--- src/rtl/register_file_param_pkg.sv ---
// Shared types and byte-merge helper for the parametrised register file.
// merge_bytes works on a maximum-width word; callers zero-extend and size-cast.
package register_file_param_pkg;

    typedef enum logic {
        REGFILE_CLEAR,
        REGFILE_IDLE
    } regfile_state_t;

    localparam int unsigned REGFILE_MAX_WIDTH = 256;
    localparam int unsigned REGFILE_MAX_BYTES = REGFILE_MAX_WIDTH / 8;

    typedef logic [REGFILE_MAX_WIDTH-1:0] regfile_word_t;
    typedef logic [REGFILE_MAX_BYTES-1:0] regfile_strobe_t;

    // Strobed bytes come from new_word, all other bytes keep old_word.
    function automatic regfile_word_t merge_bytes(
        input regfile_word_t   old_word,
        input regfile_word_t   new_word,
        input regfile_strobe_t strobe
    );
        regfile_word_t merged;
        merged = old_word;
        for (int unsigned i = 0; i < REGFILE_MAX_BYTES; i++) begin
            if (strobe[i]) begin
                merged[8*i +: 8] = new_word[8*i +: 8];
            end
        end
        return merged;
    endfunction

endpackage

--- src/rtl/regfile_read_port.sv ---
// One registered read port: selects zero, forwarded write data or array data,
// and presents it one cycle after the index is sampled.
module regfile_read_port
    import register_file_param_pkg::*;
#(
    parameter int unsigned DATA_WIDTH = 16,
    parameter int unsigned ADDR_WIDTH = 2,
    parameter int unsigned ZERO_REG   = 0,
    parameter int unsigned BYPASS     = 1
) (
    input  logic                    clk,
    input  logic                    reset,
    input  logic                    flush_i,
    input  logic [ADDR_WIDTH-1:0]   index_i,
    input  logic [DATA_WIDTH-1:0]   array_data_i,
    input  logic                    snoop_enable_i,
    input  logic [ADDR_WIDTH-1:0]   snoop_index_i,
    input  logic [DATA_WIDTH/8-1:0] snoop_strobe_i,
    input  logic [DATA_WIDTH-1:0]   snoop_data_i,
    output logic [DATA_WIDTH-1:0]   data_o
);

    logic [DATA_WIDTH-1:0] data_q;
    logic [DATA_WIDTH-1:0] data_d;
    logic [DATA_WIDTH-1:0] forwarded;

    assign forwarded = DATA_WIDTH'(merge_bytes(regfile_word_t'(array_data_i),
                                               regfile_word_t'(snoop_data_i),
                                               regfile_strobe_t'(snoop_strobe_i)));

    always_comb begin
        data_d = array_data_i;
        if ((ZERO_REG != 0) && (index_i == '0)) begin
            data_d = '0;
        end else if ((BYPASS != 0) && snoop_enable_i && (snoop_index_i == index_i)) begin
            data_d = forwarded;
        end
    end

    always_ff @(posedge clk) begin
        if (reset || flush_i) begin
            data_q <= '0;
        end else begin
            data_q <= data_d;
        end
    end

    assign data_o = data_q;

endmodule

--- src/rtl/register_file_param.sv ---
// Parametrised two-read/one-write register file with byte strobes, optional
// bypass and hardwired zero, cleared one entry per cycle after reset or request.
module register_file_param
    import register_file_param_pkg::*;
#(
    parameter int unsigned DATA_WIDTH = 16,
    parameter int unsigned ADDR_WIDTH = 2,
    parameter int unsigned ZERO_REG   = 0,
    parameter int unsigned BYPASS     = 1
) (
    input  logic                    clk,
    input  logic                    reset,
    input  logic [ADDR_WIDTH-1:0]   read_index_a,
    output logic [DATA_WIDTH-1:0]   read_data_a,
    input  logic [ADDR_WIDTH-1:0]   read_index_b,
    output logic [DATA_WIDTH-1:0]   read_data_b,
    input  logic [ADDR_WIDTH-1:0]   write_index,
    input  logic                    write_enable,
    input  logic [DATA_WIDTH/8-1:0] write_strobe,
    input  logic [DATA_WIDTH-1:0]   write_data,
    input  logic                    clear_request,
    output logic                    busy
);

    localparam int unsigned DEPTH = 2 ** ADDR_WIDTH;

    if ((DATA_WIDTH == 0) || ((DATA_WIDTH % 8) != 0) || (DATA_WIDTH > REGFILE_MAX_WIDTH)) begin : g_bad_width
        $error("register_file_param: DATA_WIDTH must be a non-zero multiple of 8, at most 256");
    end

    regfile_state_t        state_q;
    regfile_state_t        state_d;
    logic [ADDR_WIDTH-1:0] clr_idx_q;
    logic [ADDR_WIDTH-1:0] clr_idx_d;
    logic [DATA_WIDTH-1:0] regs_q [DEPTH];

    logic                  clearing;
    logic                  wr_commit;
    logic [DATA_WIDTH-1:0] wr_merged;

    assign clearing = (state_q == REGFILE_CLEAR);
    assign busy     = clearing;

    always_ff @(posedge clk) begin
        if (reset) begin
            state_q   <= REGFILE_CLEAR;
            clr_idx_q <= '0;
        end else begin
            state_q   <= state_d;
            clr_idx_q <= clr_idx_d;
        end
    end

    always_comb begin
        state_d   = state_q;
        clr_idx_d = clr_idx_q;
        case (state_q)
            REGFILE_CLEAR: begin
                clr_idx_d = clr_idx_q + 1'b1;
                if (clr_idx_q == '1) begin
                    state_d = REGFILE_IDLE;
                end
            end
            REGFILE_IDLE: begin
                if (clear_request) begin
                    state_d   = REGFILE_CLEAR;
                    clr_idx_d = '0;
                end
            end
            default: begin
                state_d   = REGFILE_CLEAR;
                clr_idx_d = '0;
            end
        endcase
    end

    // Writes to entry 0 are discarded when it is hardwired to zero.
    assign wr_commit = !clearing && write_enable
                       && ((write_index != '0) || (ZERO_REG == 0));

    assign wr_merged = DATA_WIDTH'(merge_bytes(regfile_word_t'(regs_q[write_index]),
                                               regfile_word_t'(write_data),
                                               regfile_strobe_t'(write_strobe)));

    // The array itself carries no reset; the clear sequence zeroes it instead.
    always_ff @(posedge clk) begin
        if (!reset) begin
            if (clearing) begin
                regs_q[clr_idx_q] <= '0;
            end else if (wr_commit) begin
                regs_q[write_index] <= wr_merged;
            end
        end
    end

    regfile_read_port #(
        .DATA_WIDTH (DATA_WIDTH),
        .ADDR_WIDTH (ADDR_WIDTH),
        .ZERO_REG   (ZERO_REG),
        .BYPASS     (BYPASS)
    ) u_read_port_a (
        .clk            (clk),
        .reset          (reset),
        .flush_i        (clearing),
        .index_i        (read_index_a),
        .array_data_i   (regs_q[read_index_a]),
        .snoop_enable_i (write_enable),
        .snoop_index_i  (write_index),
        .snoop_strobe_i (write_strobe),
        .snoop_data_i   (write_data),
        .data_o         (read_data_a)
    );

    regfile_read_port #(
        .DATA_WIDTH (DATA_WIDTH),
        .ADDR_WIDTH (ADDR_WIDTH),
        .ZERO_REG   (ZERO_REG),
        .BYPASS     (BYPASS)
    ) u_read_port_b (
        .clk            (clk),
        .reset          (reset),
        .flush_i        (clearing),
        .index_i        (read_index_b),
        .array_data_i   (regs_q[read_index_b]),
        .snoop_enable_i (write_enable),
        .snoop_index_i  (write_index),
        .snoop_strobe_i (write_strobe),
        .snoop_data_i   (write_data),
        .data_o         (read_data_b)
    );

endmodule
--- config.mk ---
export PLATFORM = sky130hd
export DESIGN_NAME = register_file_param
export DESIGN_NICKNAME = d
export VERILOG_FILES = /design/src/rtl/register_file_param_pkg.sv /design/src/rtl/regfile_read_port.sv /design/src/rtl/register_file_param.sv
export SDC_FILE = /design/constraint.sdc
export NUM_CORES = 1
export LEC_CHECK = 0
export ABC_AREA = 1
export ABC_CLOCK_PERIOD_IN_PS = 4000
export BUFFER_PORTS_ARGS = -buffer_cell sky130_fd_sc_hd__buf_2
export CORE_UTILIZATION = 63
export DETAILED_ROUTE_END_ITERATION = 10
export PLACE_DENSITY = 0.85
export SKIP_LAST_GASP = 1
export SLEW_MARGIN = 25
export SYNTH_ARGS = -nofsm -noshare
export SYNTH_HDL_FRONTEND = slang
export SYNTH_HIERARCHICAL = 1
export SYNTH_SLANG_ARGS = --single-unit
--- constraint.sdc ---
create_clock -name clk -period 4 [get_ports clk]
set_input_delay 0.2 -clock clk [delete_from_list [all_inputs] [get_ports clk]]
set_output_delay 0.2 -clock clk [all_outputs]
set_load 0.02 [all_outputs]
# Word level (Yosys, flattened, before mapping)
# Memories as Yosys holds them, arrays and structs flattened.
# Index checks and enable logic that the tools add are counted.
[op_classes]
eq_ne = 6
bitwise_logic = 1
n_addsub = 1
n_mux = 23
reduce_logical = 7
[op_table]
columns = ["op", "n"]
rows = [
  ["16-bit 2-to-1 mux", 3],
  ["8-bit 2-to-1 mux", 6],
  ["16-bit OR reduction", 1],
  ["1-bit 2-to-1 mux", 9],
  ["2-bit 2-to-1 mux", 3],
  ["2-bit equality test", 2],
  ["2-bit case mux with 2 select lines", 1],
  ["2-bit AND reduction", 2],
  ["1-bit logical AND", 3],
  ["2-bit by 1-bit adder with 2-bit output (second input constant)", 1],
  ["2-bit equality test (second input constant)", 1],
  ["1-bit inequality test (second input constant)", 2],
  ["2-bit inequality test (second input constant)", 1],
  ["1-bit case mux with 2 select lines", 1],
  ["1-bit logical OR", 1],
  ["1-bit inverter", 1],
]
[word_totals]
word_cells = 43
memories = 1
reg_bits = 35
input_bits = 28
output_inout_bits = 33
ram_bits = 64
[memory_table]
columns = ["name", "depth", "width", "rd", "rd_ports_with_merged_regs", "wr", "line", "text"]
rows = [
  ["regs_q", 4, 16, 2, 0, 1, "register_file_param.sv:35", "logic [DATA_WIDTH-1:0] regs_q [DEPTH];"],
]

# Depth between registers and ports, before layout
# Gate-level depths: netlist of run 1.
[depth]
depth_word = 8
mapped_depth = 8
mapped_depth_nobuf = 7

# Hierarchy
# The synthesis of run 1 kept the hierarchy.
[modules_own_cells]
columns = ["mod", "cells_per_inst", "instances", "seq_area_each_um2", "area_each_um2"]
rows = [
  ["register_file_param", 329, 1, 1981.9, 3289.4],
  ["regfile_read_port", 133, 2, 320.3, 944.7],
]

# Least setup slack after synthesis of run 1
# No wires, ideal clock.
[synth_timing]
path_kind = "register to register"
from = "register state_q"
to = "memory regs_q[2][0], enable pin"
arrival_ps = 1192
period_less_slack_ps = 1562
path_slack_ps = 2438
path_buffers = 1
stages_incl_launch_ff = 9
required_time_ps = 3630
setup_ps = 370
path_cell_list = "dfxtp_1 -> nand2_1 -> nor2_4 -> o21ai_2 -> buf_6 -> nand2_2 -> nand2_2 -> nand2_1 -> nor2_1"
[synth_via]
elab_chain_len = 8
word_cells_on_any_way = 13
cone_classes = "9 x mux; 4 x reduce/logical"
[synth_rtl]
columns = ["element", "line", "text"]
rows = [
  ["from (decl)", "register_file_param.sv:31", "regfile_state_t state_q;"],
  ["from (signal assigned)", "register_file_param.sv:49", "state_q <= state_d;"],
  ["1-bit logical AND", "register_file_param.sv:78", "assign wr_commit = !clearing && write_enable"],
  ["1-bit 2-to-1 mux", "register_file_param.sv:90", "end else if (wr_commit) begin"],
  ["1-bit 2-to-1 mux", "register_file_param.sv:88", "if (clearing) begin"],
  ["1-bit 2-to-1 mux", "register_file_param.sv:87", "if (!reset) begin"],
  ["1-bit 2-to-1 mux (not written as such)", "register_file_param.sv:91", "regs_q[write_index] <= wr_merged;"],
  ["2-bit AND reduction (no line)", "-", ""],
  ["16-bit OR reduction (no line)", "-", ""],
  ["2-bit 2-to-1 mux (no line)", "-", ""],
  ["to (decl)", "register_file_param.sv:35", ""],
]
# Parallel ways exist; a longest one is shown, timed or not.

# Worst setup path in the final report of run 1
[layout_timing]
from = "input port read_index_a[0]"
to = "register u_read_port_a.data_q[3], in the netlist u_read_port_a/data_o[3]"
[layout_via]
elab_chain_len = 3
word_cells_on_any_way = 5
cone_classes = "1 x eq/ne; 2 x mux; 1 x reduce/logical; 1 x memory"
[layout_rtl]
columns = ["element", "line", "text"]
rows = [
  ["from (decl)", "register_file_param.sv:13", "input logic [ADDR_WIDTH-1:0] read_index_a,"],
  ["memory read 4 x 16 bit / 2-bit equality test (equally long branches)", "-", ""],
  ["8-bit 2-to-1 mux / 1-bit logical AND (equally long branches)", "register_file_param_pkg.sv:25, regfile_read_port.sv:35", ""],
  ["16-bit 2-to-1 mux (*)", "regfile_read_port.sv:35", "end else if ((BYPASS != 0) && snoop_enable_i && (snoop_index_i == index_i)) begin"],
  ["to (signal assigned)", "regfile_read_port.sv:44", "data_q <= data_d;"],
  ["to (decl)", "regfile_read_port.sv:23", "logic [DATA_WIDTH-1:0] data_q;"],
]
# Mark *: on every way between the ends. The rest lies on a longest branch, timed or not.
# A chain may end at the register's enable or synchronous reset.

==> run_results.csv, run 1 <==
group,metric,value,unit
timing,timing.max_slew.rel_slack,42.6,%
timing,final_min_period_over_clock_period,49.3,%
timing,fmax,507,MHz
floorplan,core-area,0.00785,mm²
timing,grt_setup_unrepaired,"false",
final_layout,antenna_cells_inserted,0,
cts,cts_max_level,3,
logic_synthesis,syn_area,0.00518,mm²
timing,clock-skew-final,0.0124,ns
grt,global_route.usage.total,31.3,%
grt,first_pass_grt_wire_length,20200,µm
grt,grt_max_degree,39,
logic_synthesis,synth_edf_count,64,
route,post-route-drc-count,0,
cts,numCtsBuffers,9,
route,drt-vias-per-instance,5.99,
power_and_ir_drop,vdd.ir_drop.worst,0.000267,V
grt,grt_antenna_before_repair,0,
power_and_ir_drop,p_leak,2.30,nW
logic_synthesis,yosysWarningCount,6,
route,drt-pass1-iter-count,6,
timing,setup_ws,2.03,ns
final_layout,drive_above_1_share,23.6,%
logic_synthesis,synth-seq-area-share,50.6,%
cts,clk_transition_reported_paths,0.10,ns
floorplan,start_util,66.0,%
logic_synthesis,synthArstFlopShare,0,%
cts,cts_resized,0,
power_and_ir_drop,pwr-share-clk,29.0,%
route,dr_total_vias,4447,
power_and_ir_drop,power_density,372,mW/mm²
final_layout,nets,666,
placement,place_ws,1.71,ns
cts,post_cts_hold_buffer_count,0,
critical_path,worstPathMaxFanout,34,
timing,worst_margin_slew,0.860,ns
cts,clk_latency,0.37,ns
timing,period_minus_slack,1.97,ns
placement,port-buffer-count,60,
power_and_ir_drop,switchingPower,0.625,mW
critical_path,setup.worst_path.class,"input pin to flop",
timing,finalHoldViolations,0,
cts,clock_tree.root_cell,"sky130_fd_sc_hd__clkbuf_8",
floorplan,die-area,0.00859,mm²
cts,cts-root-to-sink-buffers,2,
timing,setup_violations,0,
timing,report.final.slew_viol_count,0,
route,routedWlPerCell,17.5,µm
power_and_ir_drop,seqPwrFrac,55.6,%
critical_path,required,4.29,ns
logic_synthesis,synth-main-ff-cell,"sky130_fd_sc_hd__edfxtp_1",
floorplan,die_width,92.7,µm
floorplan,dieHeight,92.7,µm
final_layout,fill_cells,569,
floorplan,fp-row-count,32,
worst_hold_path,hold_class,"input pin to flop",
floorplan,io_pins,61,
route,dr_iter_0_viols,494,
placement,detailed_place.area,0.00543,mm²
critical_path,crit_path_end_kind,"flop",
logic_synthesis,synth_fp_nets,624,
run_status,run_status,"finished, final reports clean",
critical_path,timing.critical_path.cells,"buf_2 > inv_1 > o21ai_0 > o22ai_1 > inv_1 > o21ai_0 > nand3_1 > a21oi_2",
power_and_ir_drop,total_internal_power,1.46,mW
grt,vias_in_the_first_global_route,3748,
power_and_ir_drop,share_comb_of_total_power,15.4,%
grt,grt_overflow_total,0,
critical_path,worstPathArrival,2.26,ns
logic_synthesis,avg_inst_size_synth,8.70,µm²
critical_path,slowest_delay,0.71,ns
final_layout,fin_cells,743,
placement,gp_routability_congestion,0.844,
critical_path,critical_path.top_delay_family,"buffers and inverters",
logic_synthesis,synthDistinctLibCells,27,
cts,cts.repair_timing.setup_buffer_count,0,
cts,numClockSinks,99,
power_and_ir_drop,power_switching_share,29.9,%
placement,dp.cells,728,
final_layout,syn2layout_area_growth,8.36,%
run,cap_viol_max_count,0,
cts,cts_tree,"built",
route,routed_wirelength,13000,µm
critical_path,critical-path-slowest-cell,"sky130_fd_sc_hd__inv_1",
logic_synthesis,postSynthCellCount,595,
final_layout,final_area,0.00561,mm²
placement,dp_hpwl,9330,µm
critical_path,cp.buffers_inverters,3,
critical_path,startpoint_kind_of_the_worst_setup_timing_path,"input pin",
route,number_of_nets_still_failing_antenna_checks_after_routing,0,
logic_synthesis,yosys_register_bits,99,
timing,timing.setup.tns,0,ns
==> synthesized netlist by cell type, types with 4 or more instances <==
cell type                  instances  share of area [%]
sky130_fd_sc_hd__a21oi_1          14                1.4
sky130_fd_sc_hd__a21oi_2          20                3.4
sky130_fd_sc_hd__buf_2             6               0.58
sky130_fd_sc_hd__buf_6             5                1.1
sky130_fd_sc_hd__clkbuf_1         14                1.0
sky130_fd_sc_hd__dfxtp_1          35                 14
sky130_fd_sc_hd__edfxtp_1         64                 37
sky130_fd_sc_hd__inv_1            66                4.8
sky130_fd_sc_hd__inv_2             4               0.29
sky130_fd_sc_hd__nand2_1          61                4.4
sky130_fd_sc_hd__nand2_2          30                3.6
sky130_fd_sc_hd__nand3_1          33                3.2
sky130_fd_sc_hd__nor2_1           80                5.8
sky130_fd_sc_hd__nor2_4           15                3.3
sky130_fd_sc_hd__o211ai_1          4               0.58
sky130_fd_sc_hd__o21ai_0          97                9.4
sky130_fd_sc_hd__o22ai_1          32                3.9
==> path summary, 6_finish.rpt <==
check                                      from                      end  slack, ns  depth (start not counted)
worst max-delay path            read_index_a[0]  u_read_port_a/data_o[3]       2.03                          8
worst min-delay path                      reset                  state_q        0.1                          2
worst min register to register     clr_idx_q[0]             clr_idx_q[0]       0.55                          1
worst max register to register          state_q            regs_q[2][12]       2.10                          6
==> power groups by stage <==
stage                     Clock [mW]  Sequential [mW]  Combinational (mW)
after floorplan                    0             1.18               0.222
after global placement             0             1.18               0.302
after detailed placement           0             1.18               0.314
after CTS                      0.607             1.16               0.315
after global routing           0.648             1.16               0.355
final                          0.604             1.16               0.322
==> sequential cells by signal, summed over array words and instances, names as in the netlist <==
register              flops
clr_idx_q                 2
state_q                   1
regs_q                   64
u_read_port_a/data_o     16
u_read_port_b/data_o     16
==> cell type report <==
cell class	count	area, µm²	area share, %
clock inverters	6	62.6	1.11
flip-flops and latches	99	2620	46.7
well taps	102	128	2.27
clock buffers	9	124	2.21
inverters	70	263	4.68
multi-input cells	396	2100	37.5
repair buffers	61	308	5.48
==> per-stage QoR <==
stage / power [mW] / util (%) / hold WS (ns)
2_1_floorplan: 1.40 / - / 0.269
3_3_place_gp: 1.48 / 69.1 / 0.470
3_5_place_dp: 1.50 / 69.1 / 0.480
4_1_cts: 2.08 / 71.5 / 0.0846
5_1_grt: 2.17 / 71.5 / 0.0913
6_report: 2.09 / 71.5 / 0.0981
==> metal layers <==
layer  vias up  share of wire [%]  track usage (%)
li1       2087                  -                -
met1      2070                 45             49.8
met2       274                 42             43.2
met3        16                 12             6.81
met4         0               0.96             7.31
met5         -                  0                0
==> cells by family after synthesis <==
logic type | count (synthesis) | share of synthesized area (%)
AND/OR/NAND/NOR | 224 | 21.2
AO/OA/AOI/OAI | 171 | 19.2
buffers and inverters | 100 | 8.72
flip-flops | 99 | 50.6
adder cells (fa/ha/maj) | 1 | 0.242
==> cell usage in the layout (no fill, tap or decap), types with 9 or more instances in the layout <==
cell type,instances
sky130_fd_sc_hd__dfxtp_1,35
sky130_fd_sc_hd__nor2_1,80
sky130_fd_sc_hd__o21ai_0,97
sky130_fd_sc_hd__nand2_1,61
sky130_fd_sc_hd__nand3_1,33
sky130_fd_sc_hd__buf_2,60
sky130_fd_sc_hd__a21oi_2,20
sky130_fd_sc_hd__clkbuf_8,9
sky130_fd_sc_hd__inv_1,66
sky130_fd_sc_hd__edfxtp_1,64
sky130_fd_sc_hd__o22ai_1,32
sky130_fd_sc_hd__nor2_4,15
sky130_fd_sc_hd__nand2_2,30
sky130_fd_sc_hd__a21oi_1,14
Note: power is estimated with default switching activity, not from simulation.
==> inputs of run 2 (changes only) <==
- ABC_CLOCK_PERIOD_IN_PS: 4000 -> 1600
- CORE_UTILIZATION: 63 -> 53
- PLACE_DENSITY: 0.85 -> 0.76
- clock period: 4 -> 1.6 ns (I/O delays scaled with it)
==> run 2 against run 1 <==
  * Non-clock buffer count up 49
  * Worst hold slack worse by 0.023 ns
  * Design area up 8.7%
  * Clock power rose to 2.6 times the previous value
  * Power rose to 2.6 times the previous value
  * Critical path type unchanged
  * Global-route usage down 3.7 points
  * Sequential power up 150%
  * Combinational power rose to 3.0 times the previous value
  * Register-to-register slack worse by 2.0 ns
==> run_results.csv, run 2 (synthesis results as in run 1) <==
group,metric,value,unit
grt,global_route.peak_usage_layer,"met1",
placement,dp_hpwl,9880,µm
cts,numCtsBuffers,9,
grt,global_route.usage.total,27.6,%
timing,setup_violations,0,
timing,finalHoldViolations,0,
power_and_ir_drop,share_comb_of_total_power,17.6,%
floorplan,fp-row-count,35,
grt,grt_antenna_before_repair,0,
final_layout,nets,715,
route,dr_iter_0_viols,600,
critical_path,crit_path_end_kind,"flop",
final_layout,layout.cells.most_common_list,"97 x sky130_fd_sc_hd__o21ai_0, 79 x sky130_fd_sc_hd__nor2_1, 66 x sky130_fd_sc_hd__inv_1",
placement,gp_routability_congestion,0.869,
grt,grt_overflow_total,0,
route,post-route-drc-count,0,
cts,clk_transition_reported_paths,0.10,ns
final_layout,fill_cells,782,
worst_hold_path,hold_class,"input pin to flop",
grt,first_pass_grt_wire_length,21100,µm
critical_path,setup.worst_path.class,"input pin to flop",
run_status,run_status,"finished, final reports clean",
floorplan,die-area,0.0102,mm²
cts,cts-root-to-sink-buffers,2,
floorplan,die_width,101,µm
power_and_ir_drop,pwr-share-clk,28.8,%
cts,clk_latency,0.37,ns
placement,detailed_place.area,0.00589,mm²
floorplan,core-area,0.00937,mm²
power_and_ir_drop,p_leak,2.57,nW
grt,global_route.usage.met2,38.6,%
timing,setup_ws,0.0163,ns
route,dr_total_vias,4525,
critical_path,worstPathArrival,1.66,ns
final_layout,fin_cells,820,
cts,numClockSinks,99,
placement,port-buffer-count,60,
timing,final_min_period_over_clock_period,99.0,%
placement,dp.cells,803,
final_layout,final_area,0.00610,mm²
floorplan,io_pins,61,
timing,hold_ws,0.0754,ns
final_layout,registers.top_by_ff_count,"regs_q",
route,drt-pass1-iter-count,6,
power_and_ir_drop,switchingPower,1.62,mW
timing,period_minus_slack,1.58,ns
final_layout,drive_above_1_share,29.1,%
timing,clock-skew-final,0.0158,ns
route,number_of_nets_still_failing_antenna_checks_after_routing,0,
grt,grt_use_met3,7.00,%
cts,cts_max_level,3,
cts,clock_tree.root_cell,"sky130_fd_sc_hd__clkbuf_8",
placement,place_ws,0.133,ns
final_layout,largest_register_ffs,64,
critical_path,startpoint_kind_of_the_worst_setup_timing_path,"input pin",
timing,timing.max_slew.rel_slack,70.8,%
cts,cts_tree,"built",
timing,timing.setup.tns,0,ns
floorplan,dieHeight,101,µm
critical_path,worstPathMaxFanout,8,
grt,met1_usage,42.0,%
power_and_ir_drop,finalPower,5.42,mW
final_layout,final_core_util,65.1,%
grt,grt_max_degree,34,
power_and_ir_drop,power_switching_share,29.9,%
timing,fmax,631,MHz
timing,worst_margin_slew,0.437,ns
timing,report.final.slew_viol_count,0,
final_layout,syn2layout_area_growth,17.8,%
route,routedWlPerCell,16.2,µm
floorplan,start_util,55.3,%
final_layout,antenna_cells_inserted,0,
power_and_ir_drop,power_density,888,mW/mm²
power_and_ir_drop,total_internal_power,3.80,mW
critical_path,required,1.68,ns
route,routed_wirelength,13300,µm
power_and_ir_drop,seqPwrFrac,53.5,%
run,cap_viol_max_count,0,
route,drt-vias-per-instance,5.52,
grt,vias_in_the_first_global_route,4028,
final_layout,final_common_cell,"sky130_fd_sc_hd__o21ai_0",
timing,grt_setup_unrepaired,"true",
power_and_ir_drop,vdd.ir_drop.worst,0.000399,V
==> run 2: cell count changes in the layout (fill, tap and decap cells not counted) <==
cell / before / now
sky130_fd_sc_hd__buf_4: 1 / 42
sky130_fd_sc_hd__buf_12: 0 / 6
sky130_fd_sc_hd__clkinv_4: 4 / 0
sky130_fd_sc_hd__inv_6: 0 / 4
sky130_fd_sc_hd__buf_6: 0 / 1
sky130_fd_sc_hd__clkinv_2: 0 / 1
sky130_fd_sc_hd__dlygate4sd3_1: 0 / 1
sky130_fd_sc_hd__nor2_1: 80 / 79
sky130_fd_sc_hd__nor2_2: 0 / 1
==> run 2: critical path, cell delays in order <==
cell and delay, ns:
sky130_fd_sc_hd__dlygate4sd3_1 0.52, sky130_fd_sc_hd__buf_2 0.22, sky130_fd_sc_hd__nor2_4 0.09, sky130_fd_sc_hd__o21ai_2 0.16, sky130_fd_sc_hd__nand2_1 0.10, sky130_fd_sc_hd__nand2_1 0.11
sky130_fd_sc_hd__nand2_1 0.08, sky130_fd_sc_hd__nor2_1 0.11, sky130_fd_sc_hd__buf_4 0.19
==> run 2: layer usage <==
layer	share of wire, %	wire (µm)
met4	1.3	174
met2	42	5600
met5	0	0
met1	47	6230
met3	9.7	1290
==> run 2: path summary, 6_finish.rpt <==
path / startpoint / cells after the start / to / slack, ns
worst max-delay path: reset / 9 / regs_q[1][9] / 0.02
worst min-delay path: clear_request / 3 / clr_idx_q[0] / 0.08
worst max register to register: state_q / 8 / regs_q[1][9] / 0.09
worst min register to register: clr_idx_q[0] / 1 / clr_idx_q[0] / 0.55
==> run 2: final cells by class <==
type / count / area, µm² / area share [%]
Timing Repair Buffer: 110 / 757 / 12.4
Clock buffer: 9 / 124 / 2.03
Inverter: 70 / 263 / 4.31
Multi-Input combinational cell: 396 / 2110 / 34.5
Clock inverter: 7 / 67.6 / 1.11
Tap cell: 129 / 161 / 2.65
Sequential cell: 99 / 2620 / 43.0
==> run 2: timing repair <==
action,4_1_cts,5_1_grt
hold endpoints to repair,1,0
resized for setup,0,2
buffers inserted,0,0
hold buffers,1,0
endpoints found under the setup margin,0,9
==> run 2: power groups by stage <==
stage,Combinational [mW],Clock (mW),Sequential (mW)
CTS,0.936,1.58,2.90
floorplan,0.556,0,2.94
global route,1.05,1.69,2.91
finish,0.955,1.56,2.90
global placement,0.901,0,2.95
detailed placement,0.932,0,2.96
